## src/rtl/counter_1hz.sv

```systemverilog
// Clock divider producing a registered OUT_HZ square wave plus its phase count.
// Optional macro COUNTER_1HZ_TICK_EN adds a one-cycle tick output on each period wrap.
module counter_1hz #(
    parameter int CLK_HZ = 100,
    parameter int OUT_HZ = 1,
    parameter int DIVIDE = CLK_HZ / OUT_HZ,
    parameter int CW     = (DIVIDE > 2) ? $clog2(DIVIDE) : 1
) (
    input  logic          clk,
    input  logic          rst,
    input  logic          en,
    input  logic          clr,
    output logic          out,
    output logic [CW-1:0] phase
`ifdef COUNTER_1HZ_TICK_EN
    ,
    output logic          tick
`endif
);

    // A divider below 2 or a non-integer ratio cannot produce a square wave.
    generate
        if (DIVIDE < 2 || (CLK_HZ % OUT_HZ) != 0) begin : g_bad_divide
            $error("counter_1hz: DIVIDE must be an integer >= 2");
        end
    endgenerate

    localparam logic [CW-1:0] LAST = CW'(DIVIDE - 1);
    localparam logic [CW-1:0] HALF = CW'(DIVIDE / 2);

    logic [CW-1:0] phase_next;
    logic          wrap;

    always_comb begin
        wrap       = (phase == LAST);
        phase_next = wrap ? '0 : phase + 1'b1;
    end

    // out is derived from the upcoming phase so it stays a pure register output.
    always_ff @(posedge clk or posedge rst) begin
        if (rst) begin
            phase <= '0;
            out   <= 1'b0;
        end else if (clr) begin
            phase <= '0;
            out   <= 1'b0;
        end else if (en) begin
            phase <= phase_next;
            out   <= (phase_next >= HALF);
        end
    end

`ifdef COUNTER_1HZ_TICK_EN
    always_ff @(posedge clk or posedge rst) begin
        if (rst) begin
            tick <= 1'b0;
        end else if (clr) begin
            tick <= 1'b0;
        end else begin
            tick <= en && wrap;
        end
    end
`endif

endmodule

```

## config.mk

```make
export PLATFORM = sky130hd
export DESIGN_NAME = counter_1hz
export DESIGN_NICKNAME = d
export VERILOG_FILES = /design/src/rtl/counter_1hz.sv
export SDC_FILE = /design/constraint.sdc
export NUM_CORES = 1
export LEC_CHECK = 0
export ABC_AREA = 1
export ABC_CLOCK_PERIOD_IN_PS = 1300
export BUFFER_PORTS_ARGS = -buffer_cell sky130_fd_sc_hd__buf_2
export CAP_MARGIN = 40
export CELL_PAD_IN_SITES_DETAIL_PLACEMENT = 0
export CELL_PAD_IN_SITES_GLOBAL_PLACEMENT = 2
export CORE_AREA = 5 5 52 54
export CTS_CLUSTER_DIAMETER = 80
export CTS_CLUSTER_SIZE = 25
export DETAILED_ROUTE_END_ITERATION = 16
export DIE_AREA = 0 0 57 59
export PLACE_DENSITY = 0.78
export SKIP_CTS_REPAIR_TIMING = 1
export SYNTH_ARGS = -nofsm -noshare
export SYNTH_HDL_FRONTEND = slang
export SYNTH_SLANG_ARGS = --single-unit
```

## constraint.sdc

```tcl
create_clock -name clk -period 1.3 [get_ports clk]
set_input_delay 0.065 -clock clk [delete_from_list [all_inputs] [get_ports clk]]
set_output_delay 0.065 -clock clk [all_outputs]
set_load 0.01 [all_outputs]
```

==> impl_metrics.json <==
{
  "core_um2": 2170,
  "synth_common_cells": "nand2_1 (17), inv_1 (14), nor2_1 (9)",
  "crit_chain": "ha_4, nand3_1, nor2_2, nor2_4, nand2_1, nor2_1, nand2_1, nand2_1",
  "antenna_found_initial": 0,
  "grt.overflow.total": 0,
  "finalCritPeriodShare_pct": 99.1,
  "die-area_um2": 3360,
  "finalHoldViolations": 0,
  "ys_seq_area_share_pct": 40.2,
  "cp_top_family": "simple AND/OR/NAND/NOR gates",
  "synth_cells": 70,
  "grt_max_degree": 9,
  "status": "finished clean",
  "cpMaxStageDelayCell": "dfrtp_2",
  "vias_per_cell": 4.19,
  "place_congestion": 0.764,
  "post_dp_cell_area_um2": 627,
  "io_pins": 12,
  "areaGrowthSynthToFinish_pct": 50.3,
  "io_buffers": 11,
  "num_antenna_cells": 0,
  "cpMostUsedCell": "nand2_1",
  "rows": 17,
  "netlist_area_um2": 498,
  "cts_max_level": 1,
  "routed_wl_um": 1290,
  "period_needed_ns": 1.29,
  "cp.arrival_ns": 1.44,
  "leakage_uw": 0.000379,
  "crit_type": "register to register",
  "maxCapViolCount": 0,
  "yosysMostFrequentCell": "nand2_1",
  "crit_required_ns": 1.45,
  "ir_drop_mv": 0.743,
  "rsz0062_at_grt": "true",
  "cts.sinks": 8,
  "synth-edff-count": 0,
  "first_pass_iters": 3,
  "grt_usage_pct": 8.19,
  "crit_path_max_incr_delay_ns": 0.43,
  "async_flop_share_pct": 100,
  "worst_slew_pin_slew_ns": 0.342,
  "fillers": 257,
  "drt-initial-drc-count": 6,
  "fin_area_um2": 748,
  "die_h_um": 59,
  "avgSynthCellArea_um2": 7.11,
  "dpl.hpwl_um": 996,
  "total_power_uw": 965,
  "end_kind": "register",
  "drv_slew": 0,
  "drcViolationCount": 0,
  "synth_seq_cells": 8,
  "ant_nets": 0,
  "die_w_um": 57,
  "path_clk_slew_ns": 0.06,
  "grt_pass1_wl_um": 2110,
  "setup_violations": 0,
  "fin_setup_tns_ns": 0,
  "synth_top_cell_area_share_pct": 40.2,
  "fin_skew_ns": 0.00302,
  "grt_pass1_vias": 470,
  "clockBufferDepth": 2,
  "ys.flop_type": "dfrtp_1",
  "cts_tree": "yes",
  "worst_hold_slack_ns": 0.149,
  "multi_input_area_um2": 318,
  "startpoint_type": "register",
  "fin_nets": 99,
  "ys_types": 14,
  "crit_path_max_fanout": 4,
  "ys_top_cells_by_area": "dfrtp_1 (40%), nand2_1 (13%), inv_1 (11%), nand3_1 (7.0%), nor2_1 (6.8%)",
  "vias": 503,
  "synth_largest_area_cell": "dfrtp_1",
  "root_buffer": "clkbuf_4",
  "max_freq_ghz": 0.776,
  "drive_gt1_share_pct": 43.5,
  "regArea_um2": 203,
  "synth_nets": 76,
  "hp-class": "primary input to register",
  "start_util_pct": 23.0,
  "timing.slew.headroom_pct": 77.2,
  "cts_buffers": 3,
  "wire_per_inst_um": 10.8,
  "yosysWarnings": 0,
  "clk_latency_ns": 0.25,
  "cp.buffers_inverters": 0,
  "p_per_area_nw_per_um2": 1290
}
## sequential cells by signal (all words and copies together), names as in the netlist
register,count
out,1
phase,7
## through the flow
step	worst slack [ns]	util, %	cells
after floorplan	0.000693	-	70
after global placement	-0.0566	28.9	114
after detailed placement	-0.0702	28.9	114
after CTS	-0.0832	30.1	118
after global routing	-0.116	34.5	120
final	0.0111	34.5	120
## cell type report
cell class,count,share of cell area [%]
repair buffers,18,15.2
well taps,28,4.68
inverters,14,7.02
multi-input cells,48,42.5
clock buffers,4,3.51
flip-flops and latches,8,27.1
## power breakdown
| group | switching [µW] | total, µW | internal (µW) |
|---|---|---|---|
| registers | 72.0 | 359 | 287 |
| clock network | 91.4 | 209 | 118 |
| logic | 191 | 397 | 205 |
## worst min-delay path, stage by stage
cell	delay (ns)
buf_2	0.07
nor2_1	0.05
nand2_1	0.05
nand2_1	0.04
inv_1	0.04
nand2_1	0.05
## cells in the final DEF, fill, tap and decap left out, types with 2 or more instances in the layout
cell      instances
inv_2             2
o22ai_1           5
dfrtp_1           6
dfrtp_2           2
nand2_1          13
nor2_2            3
buf_2            11
inv_1            12
nand2_2           3
nor2_4            2
buf_4             5
nand3_1           3
clkbuf_4          3
nand3_2           4
ha_4              2
nor2_1            6
## per-layer routing
layer | track usage, % | vias up | part of all wire (%)
li1 | - | 266 | -
met1 | 9.97 | 230 | 47
met2 | 13.9 | 7 | 48
met3 | 4.14 | 0 | 4.5
met4 | 0 | 0 | 0
met5 | 0 | - | 0
## cell families (layout without fill, tap and decap cells)
kind of cell | count (synthesis) | count (layout) | synth area share [%]
and+or+nand+nor | 37 | 37 | 33.2
buffers and inverters | 14 | 36 | 10.6
AOI/OAI and AO/OA | 8 | 8 | 9.30
DFF | 8 | 8 | 40.2
adders and majority gates | 2 | 2 | 5.02
xor gates and xnor gates | 1 | 1 | 1.76
## final timing paths
check                           slack [ns]     start       end  depth (start not counted)
worst max-delay path                  0.01  phase[0]       out                          8
worst min-delay path                  0.15        en       out                          6
worst max register to register        0.01  phase[0]       out                          8
worst min register to register        0.56       out       out                          4
max in group asynchronous             0.72       rst  phase[1]                          3
min in group asynchronous             0.31       rst  phase[3]                          3
Power figures use the tool's default switching activity.
